--- config.mk ---
export PLATFORM = sky130hd
export DESIGN_NAME = cam_pixel_packer
export DESIGN_NICKNAME = d
export VERILOG_FILES = /design/src/rtl/cam_pixel_packer.sv
export SDC_FILE = /design/constraint.sdc
export NUM_CORES = 1
export LEC_CHECK = 0
export BUFFER_PORTS_ARGS = -buffer_cell sky130_fd_sc_hd__buf_2
export CAP_MARGIN = 20
export CORE_AREA = 2 2 113 60
export DETAILED_ROUTE_END_ITERATION = 16
export DIE_AREA = 0 0 115 62
export PLACE_DENSITY = 0.82
export SKIP_CTS_REPAIR_TIMING = 1
export SLEW_MARGIN = 20
export SYNTH_ARGS = -nofsm -noshare
export SYNTH_HDL_FRONTEND = slang
export SYNTH_SLANG_ARGS = --single-unit
export TNS_END_PERCENT = 50
--- constraint.sdc ---
create_clock -name clk -period 3.95 [get_ports clk]
set_input_delay 0.79 -clock clk [delete_from_list [all_inputs] [get_ports clk]]
set_output_delay 0.79 -clock clk [all_outputs]
set_load 0.02 [all_outputs]
--- src/rtl/cam_pixel_packer.sv ---
// cam_pixel_packer
//   Camera-domain capture front end. Turns the OV7670 byte stream (VSYNC/HREF/D)
//   into 17-bit FIFO words: 17'h10000 marks a frame start; otherwise bits[15:0]
//   carry one RGB565 pixel (high byte first on the wire).
//
// Ports
//   clk          camera pixel clock, all inputs sampled on posedge
//   rst_n        synchronous active-low reset
//   cam_vsync    camera VSYNC (polarity set by VSYNC_ACTIVE_HIGH)
//   cam_href     camera HREF, high = valid byte on cam_data
//   cam_data     camera byte
//   fifo_full    FIFO Full flag; no word is ever written while it is high
//   fifo_data    word to FIFO Data
//   fifo_wr_en   FIFO WrEn, one-cycle pulse per word
//   frame_active high while a frame is being forwarded
//   overflow     sticky, a frame was dropped because of fifo_full
//   geom_error   one-cycle pulse on a wrong-sized line or frame
//   frame_count  frames fully forwarded, wraps
module cam_pixel_packer #(
    parameter int unsigned FRAME_WIDTH       = 640,
    parameter int unsigned FRAME_HEIGHT      = 480,
    parameter bit          VSYNC_ACTIVE_HIGH = 1'b1
) (
    input  logic        clk,
    input  logic        rst_n,
    input  logic        cam_vsync,
    input  logic        cam_href,
    input  logic [7:0]  cam_data,
    input  logic        fifo_full,
    output logic [16:0] fifo_data,
    output logic        fifo_wr_en,
    output logic        frame_active,
    output logic        overflow,
    output logic        geom_error,
    output logic [15:0] frame_count
);

    localparam logic [1:0] StWaitVsync = 2'd0;
    localparam logic [1:0] StActive    = 2'd1;
    localparam logic [1:0] StDrop      = 2'd2;

    localparam logic [16:0] Marker    = 17'h10000;
    localparam logic [10:0] WidthCnt  = 11'(FRAME_WIDTH);
    localparam logic [10:0] HeightCnt = 11'(FRAME_HEIGHT);

    // Input capture stage; this register is what gives the N -> N+1 output latency.
    logic       vs_q, vs_prev_q, href_q, href_prev_q;
    logic [7:0] data_q;

    logic [1:0]  state_q, state_d;
    logic        phase_q, phase_d;
    logic [7:0]  hi_q, hi_d;
    logic [10:0] pix_q, pix_d;
    logic [10:0] line_q, line_d;
    logic [16:0] fifo_data_q, fifo_data_d;
    logic        wr_en_q, wr_en_d;
    logic        overflow_q, overflow_d;
    logic        geom_q, geom_d;
    logic [15:0] frame_count_q, frame_count_d;

    logic vs_now;
    logic frame_start;
    logic vs_assert;

    assign vs_now      = VSYNC_ACTIVE_HIGH ? cam_vsync : ~cam_vsync;
    assign frame_start = vs_prev_q & ~vs_q;
    assign vs_assert   = ~vs_prev_q & vs_q;

    always_comb begin
        state_d       = state_q;
        phase_d       = phase_q;
        hi_d          = hi_q;
        pix_d         = pix_q;
        line_d        = line_q;
        fifo_data_d   = fifo_data_q;
        wr_en_d       = 1'b0;
        overflow_d    = overflow_q;
        geom_d        = 1'b0;
        frame_count_d = frame_count_q;

        unique case (state_q)
            StWaitVsync: begin
                if (frame_start) begin
                    phase_d = 1'b0;
                    pix_d   = '0;
                    line_d  = '0;
                    if (fifo_full) begin
                        overflow_d = 1'b1;
                        state_d    = StDrop;
                    end else begin
                        wr_en_d     = 1'b1;
                        fifo_data_d = Marker;
                        state_d     = StActive;
                    end
                end
            end
            StActive: begin
                // vsync beats a coincident href byte; that byte is discarded.
                if (vs_assert) begin
                    if (line_q != HeightCnt) begin
                        geom_d = 1'b1;
                    end
                    frame_count_d = frame_count_q + 16'd1;
                    state_d       = StWaitVsync;
                end else if (href_q) begin
                    if (!phase_q) begin
                        hi_d    = data_q;
                        phase_d = 1'b1;
                    end else begin
                        phase_d = 1'b0;
                        if (fifo_full) begin
                            overflow_d = 1'b1;
                            state_d    = StDrop;
                        end else begin
                            wr_en_d     = 1'b1;
                            fifo_data_d = {1'b0, hi_q, data_q};
                            if (pix_q != '1) begin
                                pix_d = pix_q + 11'd1;
                            end
                        end
                    end
                end else if (href_prev_q) begin
                    // Line end: odd byte count and wrong width share one pulse.
                    if (phase_q || (pix_q != WidthCnt)) begin
                        geom_d = 1'b1;
                    end
                    phase_d = 1'b0;
                    pix_d   = '0;
                    if (line_q != '1) begin
                        line_d = line_q + 11'd1;
                    end
                end
            end
            StDrop: begin
                if (vs_assert) begin
                    state_d = StWaitVsync;
                end
            end
            default: state_d = StWaitVsync;
        endcase
    end

    always_ff @(posedge clk) begin
        if (!rst_n) begin
            vs_q          <= 1'b0;
            vs_prev_q     <= 1'b0;
            href_q        <= 1'b0;
            href_prev_q   <= 1'b0;
            data_q        <= 8'd0;
            state_q       <= StWaitVsync;
            phase_q       <= 1'b0;
            hi_q          <= 8'd0;
            pix_q         <= '0;
            line_q        <= '0;
            fifo_data_q   <= '0;
            wr_en_q       <= 1'b0;
            overflow_q    <= 1'b0;
            geom_q        <= 1'b0;
            frame_count_q <= '0;
        end else begin
            vs_q          <= vs_now;
            vs_prev_q     <= vs_q;
            href_q        <= cam_href;
            href_prev_q   <= href_q;
            data_q        <= cam_data;
            state_q       <= state_d;
            phase_q       <= phase_d;
            hi_q          <= hi_d;
            pix_q         <= pix_d;
            line_q        <= line_d;
            fifo_data_q   <= fifo_data_d;
            wr_en_q       <= wr_en_d;
            overflow_q    <= overflow_d;
            geom_q        <= geom_d;
            frame_count_q <= frame_count_d;
        end
    end

    assign fifo_data    = fifo_data_q;
    assign fifo_wr_en   = wr_en_q;
    assign frame_active = (state_q == StActive);
    assign overflow     = overflow_q;
    assign geom_error   = geom_q;
    assign frame_count  = frame_count_q;

endmodule
**Yosys cells after proc, flatten, opt, wreduce, memory -nomap -nowiden**

Cells that the tools add are included.

- Logic and storage cells: 110
- Bits of input ports: 13
- Flip-flop bits (word level): 81

- Reduce and logical (&&, ||, !) cells: 12
- Multiplexer cells: 51
- Eq/ne operators: 23
- Bitwise gates (word level): 6
- $add $sub $neg: 3

Operator list:

| cell | count |
|---|---|
| 11-bit 2-to-1 mux | 11 |
| 17-bit 2-to-1 mux | 6 |
| 11-bit one-hot mux with 2 select lines | 2 |
| 17-bit one-hot mux with 2 select lines | 1 |
| 11-bit by 1-bit adder with 11-bit output, second input constant | 2 |
| 11-bit inequality test, second input constant | 2 |
| 1-bit 2-to-1 mux | 20 |
| 16-bit by 1-bit adder with 16-bit output, second input constant | 1 |
| 2-bit 2-to-1 mux | 7 |
| 7-bit AND reduction | 2 |
| 2-bit inequality test, second input constant | 6 |
| 11-bit by 10-bit inequality test with 1-bit output, second input constant | 1 |
| 11-bit by 9-bit inequality test with 1-bit output, second input constant | 1 |
| 5-bit AND reduction | 2 |
| 3-bit by 1-bit inequality test with 1-bit output, second input constant | 3 |
| 3-bit by 2-bit inequality test with 1-bit output, second input constant | 3 |
| 2-bit by 1-bit inequality test with 1-bit output, second input constant | 4 |
| 4-bit AND reduction | 2 |
| 1-bit one-hot mux with 2 select lines | 3 |
| 2-bit one-hot mux with 3 select lines | 1 |
| 6-bit AND reduction | 1 |
| 1-bit NOT | 4 |
| 2-bit AND reduction | 2 |
| 3-bit inequality test, second input constant | 1 |
| other kinds (6) | 7 |

**Logic depth before layout (Yosys ltp)**

Gate-level depths: netlist of the first run.

- Depth in word-level cells: 7
- Depth in mapped cells: 9
- Gate-level depth less buffers: 6

**Least setup slack after synthesis of the first run**

Ideal clock, no wire load.

- Kind: input-to-reg
- From: in fifo_full
- To: reg pix_q[3]
- Stages: 6
- Data required time: 3.879 ns
- Data arrival time: 1.955 ns
- Slack: 1.924 ns
- Cell sequence: clkbuf_1 > o211ai_2 > nand3_2 > buf_6 > or3_1 > a21oi_1

- Longest elaborated chain between the ends: 2

RTL lines:

| element | line | RTL |
|---|---|---|
| start: declaration | 29 | `input logic fifo_full,` |
| 3-bit inequality test (no line) | n/a |  |
| 7-bit AND reduction (no line) | n/a |  |
| end signal: assignment | 169 | `pix_q <= pix_d;` |
| end: declaration | 53 | `logic [10:0] pix_q, pix_d;` |

Every way passes these cells.
A chain may end at the register's enable or synchronous reset.

**Worst setup path in the final report of the first run**

- From: reg state_q[1]
- To: out frame_active

- Longest elaborated chain between the ends: 1

RTL lines:

| element | line | RTL |
|---|---|---|
| start: declaration | 50 | `logic [1:0] state_q, state_d;` |
| start signal: assignment | 150 | `state_q <= StWaitVsync;` |
| start signal: assignment | 166 | `state_q <= state_d;` |
| 2-bit by 1-bit == test with 1-bit output | 181 | `assign frame_active = (state_q == StActive);` |
| end: declaration | 32 | `output logic frame_active,` |

Every way passes these cells.

==> results of run 1 <==
==> per-stage QoR <==
stage / setup slack (ns) / instance area, µm² / hold slack, ns / util
2_1_floorplan: 1.92 / 3650 / 0.448 / -
3_3_place_gp: 1.79 / 3900 / 0.444 / 0.619
3_5_place_dp: 1.63 / 3900 / 0.460 / 0.619
4_1_cts: 1.35 / 4200 / 0.483 / 0.665
5_1_grt: 1.23 / 4200 / 0.497 / 0.665
6_report: 1.34 / 4200 / 0.485 / 0.665
==> final cells by class <==
type / instances / area (µm²)
Tap cell: 80 / 100
Clock buffer: 9 / 225
Clock inverter: 6 / 67.6
Multi-Input combinational cell: 276 / 1860
Fill cell: 491 / 2110
Timing Repair Buffer: 52 / 268
Sequential cell: 81 / 1620
Inverter: 13 / 51.3
==> metal layers <==
layer / part of all wire / global-route usage / wire [µm]
met1: 0.51 / 0.360 / 4120
met2: 0.40 / 0.328 / 3260
met3: 0.075 / 0.0737 / 605
met4: 0.011 / 0.0792 / 91
met5: 0 / 0 / 0
==> placed cells by master (no fill, tap or decap), types with 3 or more instances in the layout <==
cell type	instances
nor2_1	12
inv_1	12
a21boi_0	7
and3_1	6
o21ai_0	14
nor2b_1	32
nand3_1	17
nor3b_1	6
dfxtp_1	81
clkbuf_16	9
and4_1	3
nand2b_1	3
nor4_1	4
buf_2	49
nor3_1	12
mux2i_1	8
ha_1	5
buf_4	3
a21oi_1	8
nand4_1	10
a22oi_1	16
xnor2_1	5
or3_1	7
xor2_1	8
and2_1	24
nand2_1	24
o31ai_1	4
==> state kept, by name (all words and copies together), names as in the netlist, 2 cells and up <==
| signal | flops |
|---|---|
| pix_q | 11 |
| state_q | 2 |
| data_q | 8 |
| hi_q | 8 |
| line_q | 11 |
| fifo_data | 17 |
| frame_count | 16 |
==> kinds of logic after synthesis <==
kind of cell	after synthesis
AND/OR/NAND/NOR	172
flip-flops	81
AO/OA/AOI/OAI	78
buffers and inverters	32
XOR/XNOR	13
multiplexers	8
adder cells (fa/ha/maj)	5
==> power breakdown <==
group          leakage (µW)  switching (µW)  internal [µW]
logic              0.000797            36.6           25.7
registers          0.000656            8.46            826
clock network      0.000138             330            489
total               0.00159             375           1340
==> worst min-delay path by stage <==
stage	startpoint	to	slack (ns)	cells past startpoint
floorplan	line_q[8]	line_q[8]	0.45	1
global placement	overflow	overflow	0.44	1
detailed placement	overflow	overflow	0.46	1
CTS	overflow	overflow	0.48	1
global route	overflow	overflow	0.50	1
finish	overflow	overflow	0.48	1
==> worst max-delay path, delay by kind of cell, from the launching register on <==
kind          cells  cell delay [ns]
buf+inv           2             0.31
flops             1             0.70
simple gates      1             0.46
==> flow_summary.toml, run 1 <==
[global_routing]
overflow = 0
grt_max_degree = 61
track_usage = 0.241
first_global_vias = 2618
grt_pass1_wl_mm = 13.1
antenna_found_initial = 0

[timing]
finalSetupTns_ns = 0
clock.fmax_mhz = 383
min_period_over_period = 0.661
hold_viol_final = 0
rsz0062_at_grt = "no"
setup-violations-final = 0
period_needed_ns = 2.61
worstMarginPinSlew_ns = 0.779
max-slew-margin-rel = 0.481
drv_slew = 0
skew_ns = 0.00521

[worst_setup_path]
crit_fanout = 14
slowest_stage = "dfxtp_1"
cpPeakStageDelay_ns = 0.70
reg2reg_to = "pix_q[1]"
worstSetupStartpointType = "flip-flop"
required_ns = 3.16
r2r_cells = 6
cp_cell_sequence = "nand2b_1 > inv_4 > buf_2"
r2r_start = "state_q[1]"
crit_path_end = "frame_active"
cp-end-kind = "output port"
crit_arrival_ns = 1.82
critPathLaunch = "state_q[1]"
ff2ff_setup_slack_ns = 1.53
critical_path_class = "flip-flop to output port"

[synthesis]
synthAdderAreaFrac = 0.0172
synth_top_area_share = 0.445
async_flop_share = 0
netlist_instances = 389
synth-simple-area-share = 0.276
syn_area_um2 = 3650
netlist_top_cells_area = "dfxtp_1 (44%), nor2b_1 (5.5%), and2_1 (4.1%)"
synth_mux_area_frac = 0.0220
yosysTopAreaCell = "dfxtp_1"
netlist_top_cells_count = "dfxtp_1 (81), nor2b_1 (32), and2_1 (24), nand2_1 (24), nand3_1 (17)"
yosysMostFrequentCell = "dfxtp_1"
synth-xor-area-share = 0.0312
synth_top_family_by_area = "simple AND/OR/NAND/NOR gates"
ys_ff_latch = 81
ys.flop_type = "dfxtp_1"
ys_seq_area_frac = 0.445
avgSynthCellArea_um2 = 9.38
synthDistinctLibCells = 64
ys_warn_count = 0
synth_fp_nets = 407
synth-edff-count = 0
synth_compound_area_frac = 0.165

[run_status]
outcome = "finished, final reports clean"

[route]
avgViaCountPerCell = 5.89
drt_iter0_drc = 228
drt_wl_total_mm = 8.08
drcViolationCount = 0
first_pass_iters = 5
dr_total_vias = 3046
wire_per_inst_um = 15.6
ant_nets = 0

[clock_tree]
cts_buffers = 9
insertion_delay_ns = 0.34
clock_path_buffers = 2
clk_pin_slew_ns = 0.06
cts.sinks = 81
cts_tree = "done"
ctsRootBufferMaster = "clkbuf_16"
cts_max_level = 3

[die]
placementRows = 21
initial_utilization = 0.578
fp.dieH_um = 62
die_width_um = 115
die_area_um2 = 7130
coreArea_um2 = 6310
ios = 50

[power]
leakagePower_uw = 0.00159
ir_drop_v = 0.000336
finalPower_uw = 1710
pwr_density_cell_nw_per_um2 = 409

[placement]
place_congestion = 0.895
dpl.hpwl_mm = 5.65
io_buffer_count = 49
dp.cells = 502

[min_path]
hold_class = "flip-flop to flip-flop"

[run]
cap_viol_max_count = 0

[final_layout]
fin_cells = 517
drive_gt1_frac = 0.183
syn_to_final_growth_pct = 15.1
antenna_cells = 0
nets = 451
No activity file was read; power rests on OpenSTA's default activity.
==> run 2: changes to the inputs <==
--- a/config.mk
+++ b/config.mk
@@ -5,12 +5,13 @@
 export SDC_FILE = /design/constraint.sdc
 export NUM_CORES = 1
 export LEC_CHECK = 0
+export ABC_AREA = 1
 export BUFFER_PORTS_ARGS = -buffer_cell sky130_fd_sc_hd__buf_2
 export CAP_MARGIN = 20
-export CORE_AREA = 2 2 113 60
+export CORE_AREA = 2 2 120 64
 export DETAILED_ROUTE_END_ITERATION = 16
-export DIE_AREA = 0 0 115 62
-export PLACE_DENSITY = 0.82
+export DIE_AREA = 0 0 122 66
+export PLACE_DENSITY = 0.77
 export SKIP_CTS_REPAIR_TIMING = 1
 export SLEW_MARGIN = 20
 export SYNTH_ARGS = -nofsm -noshare
==> constraint.sdc (replaced) <==
create_clock -name clk -period 2.5 [get_ports clk]
set_input_delay 0.5 -clock clk [delete_from_list [all_inputs] [get_ports clk]]
set_output_delay 0.5 -clock clk [all_outputs]
set_load 0.02 [all_outputs]
==> run 2 against run 1 <==
Highest routed layer unchanged. Largest power group unchanged. Utilization fell by 3.2 points. Sequential power rose by 63%. Register-to-register slack got worse by 0.87 ns. Via count rose by 23%. Non-clock buffer count fell by 1. Sequential share of layout area fell by 2.2 points. First-iteration DRC count rose by 68%. Global-route usage barely moved. Synthesized area rose by 5.5%. Critical path depth rose by 6.
==> flow_summary.toml, run 2 <==
[run_status]
outcome = "finished, final reports clean"

[synthesis]
synth-edff-count = 0
synth_top_area_share = 0.421
netlist_top_cells_area = "dfxtp_1 (42%), nand2_1 (17%), nor2_1 (7.7%)"
ys.flop_type = "dfxtp_1"
syn_area_um2 = 3850
netlist_top_cells_count = "nand2_1 (170), dfxtp_1 (81), nor2_1 (79)"
ys_ff_latch = 81
async_flop_share = 0
yosysMostFrequentCell = "nand2_1"
netlist_instances = 572
ys_warn_count = 0
yosysTopAreaCell = "dfxtp_1"
synthDistinctLibCells = 31
ys_seq_area_frac = 0.421
synth_fp_nets = 590
avgSynthCellArea_um2 = 6.73

[clock_tree]
cts_tree = "done"
cts_buffers = 9
cts_max_level = 3
insertion_delay_ns = 0.33
ctsRootBufferMaster = "clkbuf_16"
cts.sinks = 81
clk_pin_slew_ns = 0.06
clock_path_buffers = 2

[global_routing]
first_global_vias = 3238
grt_pass1_wl_mm = 15.1
overflow = 0
use_met1 = 0.336
grt.busiest_layer = "met2"
met3_usage = 0.0707
track_usage = 0.240
use_met2 = 0.361
grt_max_degree = 29
antenna_found_initial = 0

[worst_setup_path]
r2r_start = "pix_q[1]"
slowest_stage = "dfxtp_1"
cp_cell_sequence = "ha_1 > nand2_1 > nor2_1 > nand2_1 > nor2_4 > nand3_2 > nand2_2 > nand2_1 > a21oi_1"
cpPeakStageDelay_ns = 0.39
required_ns = 2.76
cpMostUsedCell = "nand2_1"
path_buf_inv = 0
crit_path_end = "pix_q[9]"
crit_fanout = 8
critPathLaunch = "pix_q[1]"
ff2ff_setup_slack_ns = 0.66
reg2reg_to = "pix_q[9]"
cp.depth = 9
r2r_cells = 9
crit_arrival_ns = 2.11
worstSetupStartpointType = "flip-flop"
critical_path_class = "flip-flop to flip-flop"
cp-end-kind = "flip-flop"
cp_top_family = "simple AND/OR/NAND/NOR gates"

[final_layout]
largest_register_ffs = 17
final_common_cell = "nand2_1"
layout_common_cells = "nand2_1 (170), dfxtp_1 (81), nor2_1 (79)"
drive_gt1_frac = 0.137
stdcell_area_um2 = 4440
antenna_cells = 0
nets = 641
syn_to_final_growth_pct = 15.5
fin_util = 0.633

[route]
wire_per_inst_um = 12.7
avgViaCountPerCell = 5.17
drt_wl_total_mm = 9.20
ant_nets = 0
first_pass_iters = 5
dr_total_vias = 3742
drcViolationCount = 0
drt_iter0_drc = 383

[die]
ios = 50
coreArea_um2 = 7020
initial_utilization = 0.548
fp.dieH_um = 66
die_area_um2 = 8050
placementRows = 22
die_width_um = 122

[timing]
min_period_over_period = 0.737
worstMarginPinSlew_ns = 0.528
finalSetupTns_ns = 0
clock.fmax_mhz = 543
hold_viol_final = 0
max-slew-margin-rel = 0.647
rsz0062_at_grt = "no"
period_needed_ns = 1.84
skew_ns = 0.00579
setup-violations-final = 0
drv_slew = 0

[placement]
postPlaceCellArea_um2 = 4180
io_buffer_count = 49
dpl.hpwl_mm = 6.63
place_congestion = 0.999

[power]
pwr_density_cell_nw_per_um2 = 625
ir_drop_v = 0.000371
leakagePower_uw = 0.00189

[min_path]
hold_class = "primary input to flip-flop"

[run]
cap_viol_max_count = 0
==> run 2: cell count changes after synthesis, moves of 8 or more <==
cell	before	now
nand2_1	24	170
nor2_1	12	79
inv_1	12	73
a21oi_1	8	46
nor2b_1	32	0
and2_1	24	0
a22oi_1	16	0
nand3_1	17	33
o21ai_0	14	26
mux2i_1	8	0
nor3_1	12	4
==> run 2: kinds of logic after synthesis <==
family	Yosys count	share of synthesized area
fa+ha+maj	5	0.0163
xor+xnor	4	0.00910
flops	81	0.421
compound gates	78	0.109
buf+inv	88	0.0881
simple gates	316	0.356
==> run 2: through the flow <==
step	worst slack [ns]	total power, µW	cells	hold WS, ns
after floorplan	1.01	1550	572	0.440
after global placement	0.700	1620	708	0.450
after detailed placement	0.684	1620	708	0.452
after CTS	0.703	2790	724	0.338
after global routing	0.481	2890	724	0.349
final	0.657	2780	724	0.347
==> run 2: tightest hold or removal path, stage by stage <==
cell and delay, ns:
buf_2 0.07, nand2_1 0.04, inv_1 0.04
==> run 2: final cells by class <==
| type | count | area [µm²] |
|---|---|---|
| clock buffers | 11 | 233 |
| multi-input cells | 403 | 1890 |
| repair buffers | 51 | 260 |
| well taps | 96 | 120 |
| clock inverters | 5 | 32.5 |
| inverters | 77 | 289 |
| flip-flops and latches | 81 | 1620 |
| fillers | 651 | 2570 |
==> run 2: power breakdown <==
group	leakage (µW)	switching, µW	internal (µW)
Sequential	0.000657	29.9	1330
Combinational	0.00111	171	73.1
Clock	0.000122	509	669
Total	0.00189	709	2070
==> run 2: routing by layer <==
metal | part of all wire | vias up
met5 | 0 | -
met4 | 0.0087 | 0
met3 | 0.079 | 12
li1 | - | 1909
met1 | 0.49 | 1690
met2 | 0.42 | 131
==> run 2: how the worst min path moves through the flow <==
stage	startpoint	endpoint	slack, ns	cells past startpoint
finish	cam_data[7]	data_q[7]	0.35	3
global route	cam_href	href_q	0.35	3
CTS	cam_data[7]	data_q[7]	0.34	3
detailed placement	fifo_data[2]	fifo_data[2]	0.45	2
global placement	fifo_data[12]	fifo_data[12]	0.45	2
floorplan	data_q[0]	fifo_data[0]	0.44	2
==> run 3: changes to the inputs <==
==> constraint.sdc (replaced) <==
create_clock -name clk -period 1.9 [get_ports clk]
set_input_delay 0.38 -clock clk [delete_from_list [all_inputs] [get_ports clk]]
set_output_delay 0.38 -clock clk [all_outputs]
set_load 0.02 [all_outputs]
==> run 3 against run 2 <==
Critical path depth rose by 2. Wire length rose by 1.6%. Global-route usage grew 0.31 points. Die area did not move. Sequential power up 31%. Sequential share of layout area decreased by 0.88 points. First-iteration DRC count is 25% lower. Critical endpoint is now pix_q[6]. Largest cell class unchanged. Highest routed layer unchanged.
==> flow_summary.toml, run 3 (synthesized netlist as in run 2, its figures left out) <==
[clock_tree]
cts_tree = "done"
cts.sinks = 81
clk_pin_slew_ns = 0.06
clock_path_buffers = 2
ctsRootBufferMaster = "clkbuf_16"
insertion_delay_ns = 0.34
cts_buffers = 9
cts_max_level = 3

[worst_setup_path]
cp_cell_sequence = "ha_1 > nand2_1 > nor2_1 > nand2_1 > nor2_4 > nand3_2 > buf_4 > nand3_1 > nand2_1 > inv_1 > nor2_1"
required_ns = 2.14
worstSetupStartpointType = "flip-flop"
slowest_stage = "dfxtp_1"
crit_fanout = 5
cpMostUsedCell = "nand2_1"
cpPeakStageDelay_ns = 0.39
path_buf_inv = 2
cp-end-kind = "flip-flop"
crit_arrival_ns = 2.01
critical_path_class = "flip-flop to flip-flop"
cp_top_family = "simple AND/OR/NAND/NOR gates"

[die]
die_width_um = 122
coreArea_um2 = 7020
placementRows = 22
fp.dieH_um = 66
initial_utilization = 0.548
ios = 50
die_area_um2 = 8050

[final_layout]
largest_register_ffs = 17
nets = 645
fin_cells = 728
fin_util = 0.649
syn_to_final_growth_pct = 18.3
final_common_cell = "nand2_1"
n_fill_cell = 629
stdcell_area_um2 = 4550
layout_common_cells = "nand2_1 (170), dfxtp_1 (81), nor2_1 (79)"
drive_gt1_frac = 0.144
antenna_cells = 0

[route]
avgViaCountPerCell = 5.10
wire_per_inst_um = 12.8
ant_nets = 0
drcViolationCount = 0
drt_wl_total_mm = 9.35
first_pass_iters = 5
drt_iter0_drc = 287
dr_total_vias = 3711

[global_routing]
track_usage = 0.243
grt_max_degree = 22
grt_pass1_wl_mm = 15.1
first_global_vias = 3334
overflow = 0
antenna_found_initial = 0

[placement]
place_congestion = 0.915
dp.cells = 712
dpl.hpwl_mm = 6.68
io_buffer_count = 49
postPlaceCellArea_um2 = 4210

[timing]
rsz0062_at_grt = "no"
hold_viol_final = 0
clock.fmax_mhz = 564
min_period_over_period = 0.933
max-slew-margin-rel = 0.639
period_needed_ns = 1.77
drv_slew = 0
worstMarginPinSlew_ns = 0.538
skew_ns = 0.00381
setup-violations-final = 0
finalSetupTns_ns = 0

[min_path]
hold_class = "primary input to flip-flop"

[power]
pwr_density_cell_nw_per_um2 = 900
ir_drop_v = 0.000490
leakagePower_uw = 0.00195

[run]
cap_viol_max_count = 0

[run_status]
outcome = "finished, final reports clean"
## run 3: area by class of cell
class,instances,area [µm²],area share
clock inverter,6,116,0.0255
inverter,77,289,0.0635
tap,96,120,0.0264
timing repair buffer,55,290,0.0637
sequential,81,1620,0.356
multi-input combinational,403,1890,0.415
clock buffer,10,229,0.0503
## run 3: report_power, final
part	leakage (µW)	switching, µW	internal [µW]
clock network	0.000167	698	1290
logic	0.00113	227	99.1
registers	0.000657	38.8	1740
## run 3: path summary, 6_finish.rpt
check | slack [ns] | start | cells after the start | endpoint
setup / recovery | 0.13 | pix_q[1] | 11 | pix_q[6]
hold / removal | 0.22 | cam_data[7] | 3 | data_q[7]
setup reg to reg | 0.13 | pix_q[1] | 11 | pix_q[6]
hold reg to reg | 0.46 | fifo_data[15] | 2 | fifo_data[15]
## run 3: tightest hold or removal path: cells and delay by family
kind                   cells  cell delay [ns]
buffers and inverters      2             0.11
and+or+nand+nor            1             0.04
## run 3: metrics by stage
step,total power [µW],hold WS (ns),setup slack [ns]
after global placement,2130,0.434,0.160
final,4100,0.217,0.127
after detailed placement,2130,0.453,0.137
after global routing,4230,0.234,0.00151
after CTS,4110,0.212,0.179
after floorplan,2040,0.440,0.408
## run 3: layer usage
metal | global-route usage | routed length, µm | vias up
met5 | 0 | 0 | -
met3 | 0.0733 | 675 | 22
met2 | 0.367 | 3860 | 132
li1 | - | - | 1913
met4 | 0.0905 | 174 | 0
met1 | 0.330 | 4630 | 1644
